[src/rtl/svo_tmds_dec_pkg.sv]
// rtl/svo_tmds_dec_pkg.sv - shared TMDS control tokens, token lookup and aligner state codes
//
// Purpose: the single source for the four TMDS control tokens and the
// token -> ctrl mapping, used by both the encoder and the decoder.
// Also holds the aligner FSM state codes.
// Ports: none (package).

package svo_tmds_dec_pkg;

  // Control tokens, written as they appear on the aligned word a[9:0].
  localparam logic [9:0] TOKEN_C00 = 10'b1101010100;
  localparam logic [9:0] TOKEN_C01 = 10'b0010101011;
  localparam logic [9:0] TOKEN_C10 = 10'b0101010100;
  localparam logic [9:0] TOKEN_C11 = 10'b1010101011;

  // Aligner FSM states.
  localparam logic [0:0] ST_SEARCH = 1'b0;
  localparam logic [0:0] ST_LOCKED = 1'b1;

  // Returns {hit, ctrl[1:0]}; hit=0 means the word is not a control token.
  function automatic logic [2:0] token_lookup(input logic [9:0] a);
    case (a)
      TOKEN_C00: return 3'b100;
      TOKEN_C01: return 3'b101;
      TOKEN_C10: return 3'b110;
      TOKEN_C11: return 3'b111;
      default:   return 3'b000;
    endcase
  endfunction

endpackage

[src/rtl/svo_tmds_sym_dec.sv]
// rtl/svo_tmds_sym_dec.sv - combinational TMDS symbol decoder for one aligned 10-bit word
//
// Purpose: classifies an aligned word as control token or data symbol and
// undoes the TMDS transition-minimising encoding.
// Ports:
//   a        in   10  aligned symbol, bit 0 first on the wire
//   is_ctrl  out   1  a is one of the four control tokens
//   ctrl     out   2  control value (0 when not a token)
//   data     out   8  decoded byte (meaningful only when is_ctrl=0)

module svo_tmds_sym_dec
  import svo_tmds_dec_pkg::*;
(
  input  logic [9:0] a,
  output logic       is_ctrl,
  output logic [1:0] ctrl,
  output logic [7:0] data
);

  logic [2:0] tok;
  logic [7:0] t;

  always_comb begin
    tok  = token_lookup(a);
    // a[9] marks a DC-balancing inversion of the payload bits.
    t    = a[9] ? ~a[7:0] : a[7:0];
    data = '0;
    data[0] = t[0];
    // a[8] selects whether the encoder chained with XOR or XNOR.
    for (int i = 1; i < 8; i++) begin
      data[i] = a[8] ? (t[i] ^ t[i-1]) : ~(t[i] ^ t[i-1]);
    end
  end

  assign is_ctrl = tok[2];
  assign ctrl    = tok[1:0];

endmodule

[src/rtl/svo_tmds_dec.sv]
// rtl/svo_tmds_dec.sv - TMDS word aligner and symbol decoder, one instance per channel
//
// Purpose: takes raw 10-bit deserializer words of unknown phase, finds the
// symbol boundary from runs of control tokens during blanking, decodes each
// aligned symbol and drops lock when blanking stops appearing.
// Ports:
//   clk         in   1  pixel clock
//   reset       in   1  asynchronous active-high reset
//   din_valid   in   1  din carries a new raw word
//   din         in  10  raw bits, bit 0 received first
//   dout_valid  out  1  decoded symbol valid (only while locked)
//   dout_de     out  1  1 = data symbol, 0 = control token
//   dout_ctrl   out  2  control value (0 for data symbols)
//   dout_data   out  8  decoded byte (0 for control tokens)
//   locked      out  1  aligner is locked
//   offset      out  4  current bit-slip offset, 0..9
// Pipeline: capture (cur/prev) -> align register -> FSM + decode register,
// so a word sampled with din_valid produces dout_valid three edges later.

module svo_tmds_dec
  import svo_tmds_dec_pkg::*;
#(
  parameter int LOCK_COUNT   = 16,
  parameter int MAX_DATA_RUN = 4096
) (
  input  logic       clk,
  input  logic       reset,
  input  logic       din_valid,
  input  logic [9:0] din,
  output logic       dout_valid,
  output logic       dout_de,
  output logic [1:0] dout_ctrl,
  output logic [7:0] dout_data,
  output logic       locked,
  output logic [3:0] offset
);

  localparam int MW = $clog2(LOCK_COUNT + 1);
  localparam int RW = $clog2(MAX_DATA_RUN + 1);
  localparam logic [MW-1:0] MATCH_LAST = MW'(LOCK_COUNT - 1);
  localparam logic [RW-1:0] RUN_LAST   = RW'(MAX_DATA_RUN - 1);

  logic [9:0]    cur, prev;
  logic          v1;
  logic [9:0]    a_reg;
  logic          v2;
  logic [0:0]    state;
  logic [MW-1:0] match_cnt;
  logic [RW-1:0] run_cnt;

  logic [19:0]   win;
  logic [9:0]    a_sel;
  logic          is_ctrl;
  logic [1:0]    ctrl;
  logic [7:0]    data;
  logic          lock_now, unlock_now, slip, emit;

  // prev holds the earlier word, so its bits come first in the window.
  assign win   = {cur, prev};
  assign a_sel = 10'(win >> offset);

  svo_tmds_sym_dec u_sym_dec (
    .a       (a_reg),
    .is_ctrl (is_ctrl),
    .ctrl    (ctrl),
    .data    (data)
  );

  always_comb begin
    lock_now   = 1'b0;
    unlock_now = 1'b0;
    slip       = 1'b0;
    if (v2) begin
      if (state == ST_SEARCH) begin
        if (is_ctrl) lock_now = (match_cnt == MATCH_LAST);
        else         slip     = 1'b1;
      end else if (!is_ctrl && run_cnt == RUN_LAST) begin
        unlock_now = 1'b1;
        slip       = 1'b1;
      end
    end
  end

  // The lock-completing symbol is emitted; the lock-losing symbol is not.
  assign emit   = v2 && (((state == ST_LOCKED) && !unlock_now) || lock_now);
  assign locked = (state == ST_LOCKED);

  always_ff @(posedge clk or posedge reset) begin
    if (reset) begin
      cur        <= '0;
      prev       <= '0;
      v1         <= 1'b0;
      a_reg      <= '0;
      v2         <= 1'b0;
      state      <= ST_SEARCH;
      match_cnt  <= '0;
      run_cnt    <= '0;
      offset     <= '0;
      dout_valid <= 1'b0;
      dout_de    <= 1'b0;
      dout_ctrl  <= '0;
      dout_data  <= '0;
    end else begin
      v1 <= din_valid;
      if (din_valid) begin
        prev <= cur;
        cur  <= din;
      end

      // A word aligned with the old offset is dropped when the offset moves.
      v2 <= v1 && !slip;
      if (v1) a_reg <= a_sel;

      if (slip) offset <= (offset == 4'd9) ? 4'd0 : offset + 4'd1;

      if (v2) begin
        if (state == ST_SEARCH) begin
          if (!is_ctrl) begin
            match_cnt <= '0;
          end else if (lock_now) begin
            state     <= ST_LOCKED;
            match_cnt <= '0;
            run_cnt   <= '0;
          end else begin
            match_cnt <= match_cnt + MW'(1);
          end
        end else begin
          if (is_ctrl) begin
            run_cnt <= '0;
          end else if (unlock_now) begin
            state     <= ST_SEARCH;
            match_cnt <= '0;
            run_cnt   <= '0;
          end else begin
            run_cnt <= run_cnt + RW'(1);
          end
        end
      end

      dout_valid <= emit;
      if (emit) begin
        dout_de   <= !is_ctrl;
        dout_ctrl <= is_ctrl ? ctrl : 2'b00;
        dout_data <= is_ctrl ? 8'h00 : data;
      end
    end
  end

endmodule
[config.mk]
export PLATFORM = sky130hd
export DESIGN_NAME = svo_tmds_dec
export DESIGN_NICKNAME = d
export VERILOG_FILES = /design/src/rtl/svo_tmds_dec_pkg.sv /design/src/rtl/svo_tmds_sym_dec.sv /design/src/rtl/svo_tmds_dec.sv
export SDC_FILE = /design/constraint.sdc
export NUM_CORES = 1
export LEC_CHECK = 0
export CAP_MARGIN = 40
export CORE_UTILIZATION = 37
export DETAILED_ROUTE_END_ITERATION = 10
export PLACE_DENSITY = 0.52
export SLEW_MARGIN = 20
export SYNTH_ARGS = -nofsm -noshare
export SYNTH_HDL_FRONTEND = slang
export SYNTH_SLANG_ARGS = --single-unit
[constraint.sdc]
create_clock -name clk -period 6.2 [get_ports clk]
set_input_delay 0.93 -clock clk [delete_from_list [all_inputs] [get_ports clk]]
set_output_delay 0.93 -clock clk [all_outputs]
set_load 0.02 [all_outputs]
==> results.md, run 1 <==
* Area growth from synthesis to layout at 15.99%
* Seq pwr share at 36.9%
* Vias per cell at 5.375
* Most common cell after layout, fill and taps aside: dfrtp_1
* Io pins at 30
* Drt first pass iters at 4
* Final Hold Fails at 0
* Initial antenna violation count at 0
* DR WL/cell at 16.04 um
* H-tree levels at 3
* Final nets at 382
* Yosys top cell by area: dfrtp_1
* Dpl hpwl at 5800 um
* Primary FF master, synth: dfrtp_1
* CP endpoint kind: output pin
* Row count at 36
* Met2 wire length at 3668 um
* Worst Hold Class: flop to flop
* Synth area leaders: dfrtp_1 43%, mux2_2 7.6%, mux4_2 7.0%
* Critical path arrival at 1860 ps
* Gpl congestion at 0.7993
* Part of the cycle the worst path needs at 45.05%
* Slew Limit Fails at 0
* Drt initial violations at 126
* Detail Route Antenna Nets at 0
* Clk slew on worst S/H paths at 70 ps
* Post-synthesis cell area at 3866 um2
* Synth warnings at 0
* Postcts setup bufs at 0
* Internal power at 1.057 mW
* Most frequent cells in the layout: 67 x dfrtp_1, 29 x clkdlybuf4s50_1, 26 x mux2_2
* Top Metal Used: met4
* Total wire length at 8086 um
* Die X at 104.2 um
* Post-Route M1 WL at 4027 um
* Sw Pwr at 0.6062 mW
* Final setup viols at 0
* ANT cells at 0
* TritonCTS clock tree: done
* Slowest stage delay, CP at 780 ps
* Cell count after synthesis at 341
* Rel. slew slack at 55.16%
* Crit path time final at 2793 ps
* Largest net degree at the start of global routing at 57
* CP max-delay cell: dfrtp_1
* Post-CTS sizing at 0
* Filler cells at 946
* Sequential-to-total area share from yosys stat at 43.37%
* CTS Buf Count at 9
* Status: completed
* Net count after synthesis at 357
* DIE AREA at 10,860 um2
* GR Overflow Total at 0
* RSZ-0062 raised after global routing: false
* FF+latch count, synth at 67
* Placed insts at 488
* CTS sink cnt at 67
* Logic pwr share at 40.6%
* Setup TNS at 0 ps
* Clk_lat worst skew at 340 ps
* Via Count at 2,709
* Core Footprint at 9955 um2
* Design Area, Final at 4484 um2
* CP required at 5270 ps
* Worst-path fanout max at 21
* Longest Clk Path Bufs at 2
* Worst-path cell chain: clkdlybuf4s50_1
* Clock Tree Root: clkbuf_8
* Register with the most flip-flops: run_cnt
* CP Buf/Inv Count at 1
* Final WS setup at 3407 ps
* Synth top area share at 43.37%
* Port-buffer cells at 29
* Layout cells sized above 1 at 18.87%
* Synth async-reset ratio at 100.0%
* Hold_buf cts at 0
* VDD IR-drop max at 0.1433 mV
* Sw Ratio at 36.46%
* Post-synth EDFFs at 0
* Vias in the first global route at 2,657
* Post-route DRC at 0
* Largest register FFs at 13
* Total Routing Usage GR at 15.96%
* Clock skew at 14.82 ps
* Worst Max-Slew Pin Slew at 672.6 ps
* DP Area at 4282 um2
* Synth Area per Inst at 11.34 um2
* Fmax at 0.3580 GHz
* Maxcap violations at 0
* Worst Setup Start Kind: flop
* CP top delay family: flip-flops
* Met3 Wirelength at 278 um
* Starting density of the core at 38.84%
* Crit Path Class: flop to output pin
* Pre-CTS WS at 3718 ps
* Netlist cell types at 56
* First-pass GRT wire length at 13,900 um
* Die height at 104.2 um
* P_leak at 1.895 nW
* Power Density at 370.8 nW/um2
* Layout Cells excl Fill at 504
* Clock share of power at 22.5%
synthesized netlist by cell type, types with 5 or more instances:
library cell / number
o2111ai_1: 5
mux2i_1: 21
inv_1: 14
nor2_1: 18
a211oi_1: 6
a21oi_1: 11
o21ai_0: 11
a22o_1: 8
xnor2_1: 19
nand3_1: 7
nand4_1: 6
nand2b_1: 5
or3_1: 6
buf_2: 7
nor2b_1: 8
mux4_2: 12
clkbuf_1: 9
nand2_1: 13
dfrtp_1: 67
mux2_2: 26
worst paths after layout:
path	depth (start not counted)	endpoint	slack, ps	start
max in group asynchronous	4	run_cnt[5]	4790	reset
min	1	match_cnt[4]	490	match_cnt[4]
max reg2reg	5	match_cnt[4]	3710	a_reg[8]
min reg2reg	1	match_cnt[4]	490	match_cnt[4]
max	1	offset[3]	3410	offset[3]
min in group asynchronous	3	match_cnt[2]	890	reset
area by class of cell:
type                            instances  area (um2)  area share, %
Timing Repair Buffer                   34       355.3          7.924
Tap cell                              133       166.4          3.711
Sequential cell                        67        1677          37.39
Clock buffer                           10       137.6          3.069
Clock inverter                          6       65.06          1.451
Inverter                               15       56.30          1.256
Multi-Input combinational cell        239        2027          45.20
through the flow:
step | hold slack (ps) | total power [mW] | util, %
3_3_place_gp | 468.7 | 1.291 | 42.58
3_5_place_dp | 472.3 | 1.300 | 43.01
5_1_grt | 520.7 | 1.785 | 45.05
6_report | 490.9 | 1.663 | 45.05
2_1_floorplan | 458.1 | 1.155 | -
4_1_cts | 491.2 | 1.683 | 45.05
per-layer routing:
layer	up-vias	GRT usage, %
met4	0	5.510
met1	1328	23.31
met5	-	0
met2	56	23.71
li1	1315	-
met3	10	2.820
power by group through the flow:
stage	Sequential, mW	Combinational [mW]	Clock [mW]
6_report	0.614	0.675	0.374
5_1_grt	0.628	0.753	0.405
4_1_cts	0.614	0.682	0.386
3_5_place_dp	0.621	0.679	0
3_3_place_gp	0.621	0.670	0
2_1_floorplan	0.580	0.575	0
worst reg2reg max path: cells and delay by family (launching register included):
kind / cells / cell delay (ps)
AO/OA/AOI/OAI: 1 / 440
flip-flops: 1 / 530
multiplexers: 1 / 360
AND/OR/NAND/NOR: 3 / 1030
cell families (layout without fill, tap and decap cells):
kind of cell             Yosys count  after routing  share of synthesized area (%)
multiplexers                      62             62                          20.87
adder cells (fa/ha/maj)            3              3                         0.9710
AO/OA/AOI/OAI                     64             64                          12.17
XOR/XNOR                          22             22                          4.984
buffers and inverters             35             65                          4.207
AND/OR/NAND/NOR                   88             88                          13.43
flip-flops                        67             67                          43.37
(Power assumes the default switching activity.)
==> inputs of run 2 (changes only) <==
==> constraint.sdc (replaced) <==
create_clock -name clk -period 2.7 [get_ports clk]
set_input_delay 0.405 -clock clk [delete_from_list [all_inputs] [get_ports clk]]
set_output_delay 0.405 -clock clk [all_outputs]
set_load 0.02 [all_outputs]
==> results.md, run 2 (synthesis results as in run 1) <==
* Longest Clk Path Bufs at 2 (unchanged)
* Io pins at 30 (unchanged)
* Port-buffer cells at 29 (unchanged)
* Register with the most flip-flops: run_cnt
* Crit Path Class: flop to output pin
* Worst Max-Slew Pin Slew at 533.8 ps (-138.8 ps)
* Worst-path fanout max at 14 (-33%)
* Initial antenna violation count at 0 (unchanged)
* Critical path arrival at 1930 ps (+70 ps)
* Die X at 104.2 um (unchanged)
* Fmax at 0.4291 GHz
* RSZ-0062 raised after global routing: false
* Layout Cells excl Fill at 506 (+0.40%)
* Post-route DRC at 0 (unchanged)
* Total wire length at 7944 um (-1.8%)
* Logic pwr share at 41.6% (+1.0 points)
* Detail Route Antenna Nets at 0 (unchanged)
* Layout cells sized above 1 at 19.03% (+0.17 points)
* Internal power at 2.373 mW (+120%)
* H-tree levels at 3 (unchanged)
* Gpl congestion at 0.8002 (+0.11%)
* Clock share of power at 19.8% (-2.7 points)
* Slew Limit Fails at 0 (unchanged)
* Largest register FFs at 13 (unchanged)
* Part of the cycle the worst path needs at 86.31%
* ANT cells at 0 (unchanged)
* Placed insts at 492 (+0.82%)
* Drt first pass iters at 4 (unchanged)
* Crit path time final at 2330 ps
* VDD IR-drop max at 0.4959 mV (+250%)
* Seq pwr share at 38.6% (+1.7 points)
* GR Overflow Total at 0 (unchanged)
* Core Footprint at 9955 um2 (unchanged)
* Dpl hpwl at 5785 um (-0.26%)
* Total Routing Usage GR at 16.19% (+0.22 points)
* First-pass GRT wire length at 13,820 um (-0.60%)
* Sw Ratio at 36.34% (-0.12 points)
* CTS Buf Count at 9 (unchanged)
* DR WL/cell at 15.70 um (-2.1%)
* CP endpoint kind: output pin
* Status: completed
* Sw Pwr at 1.354 mW (+120%)
* Maxcap violations at 0 (unchanged)
* Post-CTS sizing at 0 (unchanged)
* DIE AREA at 10,860 um2 (unchanged)
* P_leak at 1.892 nW (-0.20%)
* Vias in the first global route at 2,661 (+0.15%)
* Postcts setup bufs at 0 (unchanged)
* Via Count at 2,660 (-1.8%)
* Clock Tree Root: clkbuf_8
* TritonCTS clock tree: done
* Most frequent cells in the layout: 67 x dfrtp_1, 29 x clkdlybuf4s50_1, 26 x mux2_2
* Final nets at 386 (+1.0%)
* Largest net degree at the start of global routing at 68 (+19%)
* Row count at 36 (unchanged)
* DP Area at 4297 um2 (+0.35%)
* Starting density of the core at 38.84% (unchanged)
* Rel. slew slack at 64.28% (+9.1 points)
* Clock skew at 14.79 ps (-0.02610 ps)
* Hold_buf cts at 0 (unchanged)
* Drt initial violations at 78 (-38%)
* Final setup viols at 0 (unchanged)
* Setup TNS at 0 ps (unchanged)
* Filler cells at 936 (-1.1%)
* CTS sink cnt at 67 (unchanged)
* Design Area, Final at 4464 um2 (-0.45%)
* Area growth from synthesis to layout at 15.47%
* CP required at 2300 ps (-2970 ps)
* Final Hold Fails at 0 (unchanged)
* Power Density at 834.8 nW/um2 (+130%)
* Clk_lat worst skew at 350 ps (about the same)
* Worst Setup Start Kind: flop
* Worst Hold Class: primary input to async pin
* Vias per cell at 5.257 (-2.2%)
* Most common cell after layout, fill and taps aside: dfrtp_1
* Die height at 104.2 um (unchanged)
* Clk slew on worst S/H paths at 70 ps (about the same)
==> run 2: cell types whose count changed in the layout (fill, tap and decap cells not counted), sizes merged <==
cell / delta
buf: +4
clkinv: -3
clkbuf: +2
bufinv: -1
==> run 2: final timing paths <==
check | slack (ps) | cells after the start | endpoint | start
min in group clk | 490 | 1 | dout_de | dout_de
worst min-delay path | 440 | 3 | cur[0] | reset
max in group asynchronous | 1960 | 3 | dout_data[3] | reset
worst min register to register | 490 | 1 | dout_de | dout_de
worst max-delay path | 370 | 2 | offset[1] | offset[1]
worst max register to register | 370 | 8 | dout_ctrl[1] | match_cnt[0]
==> run 2: power by group through the flow <==
stage / Clock [mW] / Sequential (mW) / Combinational, mW
finish: 0.737 / 1.44 / 1.55
floorplan: 0 / 1.33 / 1.32
global placement: 0 / 1.46 / 1.55
CTS: 0.773 / 1.44 / 1.57
detailed placement: 0 / 1.46 / 1.56
global route: 0.810 / 1.48 / 1.71
==> run 2: stage by stage <==
step | power, mW | util, % | hold slack, ps | worst slack, ps
floorplan | 2.652 | - | 436.4 | 529.7
global placement | 3.009 | 43.16 | 471.0 | 414.2
detailed placement | 3.018 | 43.16 | 469.8 | 376.5
CTS | 3.784 | 44.85 | 440.9 | 329.3
global route | 3.999 | 44.85 | 480.6 | 181.1
finish | 3.727 | 44.85 | 444.1 | 369.6
==> run 2: per-layer routing <==
layer / GRT usage (%) / vias up / share of wire, % / routed length [um]
li1: - / 1314 / - / -
met1: 21.65 / 1291 / 48 / 3821
met2: 25.05 / 47 / 47 / 3698
met3: 4.449 / 8 / 3.9 / 309
met4: 5.918 / 0 / 1.4 / 114
met5: 0 / - / 0 / 0
==> run 2: critical path, stage by stage (launching register included) <==
cell,delay (ps)
dfrtp_1,660
buf_4,290
clkdlybuf4s50_1,620
==> run 2: cell type report <==
type                    count  area (um2)  area share (%)
clock buffers              12       155.1           3.475
clock inverters             2       12.51          0.2803
inverters                  15       56.30           1.261
multi-input cells         239        2027           45.40
flip-flops and latches     67        1677           37.56
well taps                 133       166.4           3.728
repair buffers             38       370.4           8.296
==> inputs of run 3 (changes only) <==
--- a/config.mk
+++ b/config.mk
@@ -9,6 +9,7 @@
 export CORE_UTILIZATION = 37
 export DETAILED_ROUTE_END_ITERATION = 10
 export PLACE_DENSITY = 0.52
+export REMOVE_ABC_BUFFERS = 1
 export SLEW_MARGIN = 20
 export SYNTH_ARGS = -nofsm -noshare
 export SYNTH_HDL_FRONTEND = slang
==> constraint.sdc (replaced) <==
create_clock -name clk -period 2.7 [get_ports clk]
set_input_delay 0.54 -clock clk [delete_from_list [all_inputs] [get_ports clk]]
set_output_delay 0.54 -clock clk [all_outputs]
set_load 0.02 [all_outputs]
==> results.md, run 3 (synthesis results as in run 1) <==
* Power Density at 879.9 nW/um2 (+5.4%)
* Final setup viols at 0 (unchanged)
* Critical path arrival at 1950 ps (+20 ps)
* Hold path start: dout_de
* Layout Cells excl Fill at 510 (+0.79%)
* Hold_buf cts at 0 (unchanged)
* Post-CTS sizing at 0 (unchanged)
* CTS Buf Count at 9 (unchanged)
* GR Overflow Total at 0 (unchanged)
* Core Footprint at 9955 um2 (unchanged)
* Status: completed
* Worst Hold Class: flop to flop
* Die height at 104.2 um (unchanged)
* Final WS setup at 207.4 ps (-162.1 ps)
* Detail Route Antenna Nets at 0 (unchanged)
* CTS sink cnt at 67 (unchanged)
* Reg-to-reg setup timing slack at 370 ps (about the same)
* Row count at 36 (unchanged)
* Clk slew on worst S/H paths at 80 ps (about the same)
* R2R Path Start: a_reg[8]
* VDD IR-drop max at 0.3931 mV (-21%)
* Crit Path Class: flop to output pin
* Hold WS at 478.7 ps (+34.65 ps)
* Crit path time final at 2493 ps (+162.1 ps)
* Via Count at 2,772 (+4.2%)
* Gpl congestion at 0.8157 (+1.9%)
* Total power at 3.982 mW (+6.8%)
* Io pins at 30 (unchanged)
* Slew Limit Fails at 0 (unchanged)
* Hold endpoint: dout_de
* First-pass GRT wire length at 14,590 um (+5.6%)
* Reg2Reg Depth at 5 (-3)
* Die X at 104.2 um (unchanged)
* Hold Crit Depth at 1
* DIE AREA at 10,860 um2 (unchanged)
* Total wire length at 8599 um (+8.2%)
* Critical R2R Capture: match_cnt[4]
* CP required at 2160 ps (-140 ps)
* Dpl hpwl at 6134 um (+6.0%)
* Fmax at 0.4012 GHz (-6.5%)
* P_leak at 1.921 nW (+1.6%)
* Worst Max-Slew Pin Slew at 620.0 ps (+86.19 ps)
* Vias in the first global route at 2,786 (+4.7%)
* Final Hold Fails at 0 (unchanged)
* Area growth from synthesis to layout at 17.06%
* Largest net degree at the start of global routing at 27 (-60%)
* Most common cell after layout, fill and taps aside: dfrtp_1
* Worst-path fanout max at 15 (+1)
* Drt initial violations at 130 (+67%)
* Final nets at 388 (+0.52%)
* Register with the most flip-flops: run_cnt
* RSZ-0062 raised after global routing: false
* Clk_lat worst skew at 370 ps (+20 ps)
* Post-route DRC at 0 (unchanged)
* Largest register FFs at 13 (unchanged)
* Most frequent cells in the layout: 67 x dfrtp_1, 29 x clkdlybuf4s50_1, 26 x mux2_2
* Clock skew at 12.45 ps (-2.343 ps)
* Initial antenna violation count at 0 (unchanged)
* Maxcap violations at 0 (unchanged)
* Vias per cell at 5.435 (+3.4%)
* H-tree levels at 3 (unchanged)
* Postcts setup bufs at 0 (unchanged)
* Drt first pass iters at 4 (unchanged)
* Total Routing Usage GR at 17.18% (+1.0 points)
* ANT cells at 0 (unchanged)
* Layout cells sized above 1 at 20.16% (+1.1 points)
* Filler cells at 922 (-1.5%)
* Placed insts at 494 (+0.41%)
* DR WL/cell at 16.86 um (+7.4%)
* Port-buffer cells at 29 (unchanged)
* Setup TNS at 0 ps (unchanged)
* CP endpoint kind: output pin
* Worst Setup Start Kind: flop
* Clock Tree Root: clkbuf_8
* TritonCTS clock tree: done
* Longest Clk Path Bufs at 2 (unchanged)
* Part of the cycle the worst path needs at 92.32% (+6.0 points)
* Starting density of the core at 38.84% (unchanged)
* Rel. slew slack at 58.67% (-5.6 points)
* Pre-CTS WS at 380.6 ps (+4.134 ps)
[run 3: changes by cell type in the layout (fill, tap and decap cells not counted), sizes merged]
cell	change
buf	+2
clkbuf	-2
clkinvlp	+1
clkinv	+1
bufinv	+2
[run 3: stage by stage]
stage	utilization (%)	instance area, um2
floorplan	-	3760
finish	45.46	4526
CTS	45.46	4526
detailed placement	43.19	4299
global route	45.46	4526
global placement	43.19	4299
[run 3: worst max-delay path, stage by stage, from the launching register on]
cell and delay (ps):
dfrtp_1 720, buf_4 260, clkdlybuf4s50_1 610
[run 3: worst max path at each step]
stage                             from           end  slack, ps  depth (start not counted)
after floorplan              offset[1]      a_reg[4]        230                          3
after global placement    match_cnt[0]  dout_ctrl[1]        420                          8
after detailed placement      a_reg[8]  match_cnt[4]        380                          5
after CTS                    offset[1]     offset[1]        200                          2
after global routing         offset[1]     offset[1]        110                          2
final                        offset[1]     offset[1]        210                          2
[run 3: routing by layer]
metal  track usage, %  wire length [um]
met4            7.041               166
met2            25.33              3774
met3            3.759               279
met1            24.35              4378
met5                0                 0
[run 3: where the power goes]
| part | internal, mW | switching, mW |
|---|---|---|
| Combinational | 0.849 | 0.724 |
| Sequential | 1.15 | 0.291 |
| Clock | 0.545 | 0.424 |
[run 3: layout make-up]
cell class	instances	area (um2)	share of cell area, %
multi-input cells	239	2027	44.79
flip-flops and latches	67	1677	37.05
repair buffers	40	372.9	8.239
well taps	133	166.4	3.677
clock buffers	10	137.6	3.041
clock inverters	6	88.84	1.963
inverters	15	56.30	1.244
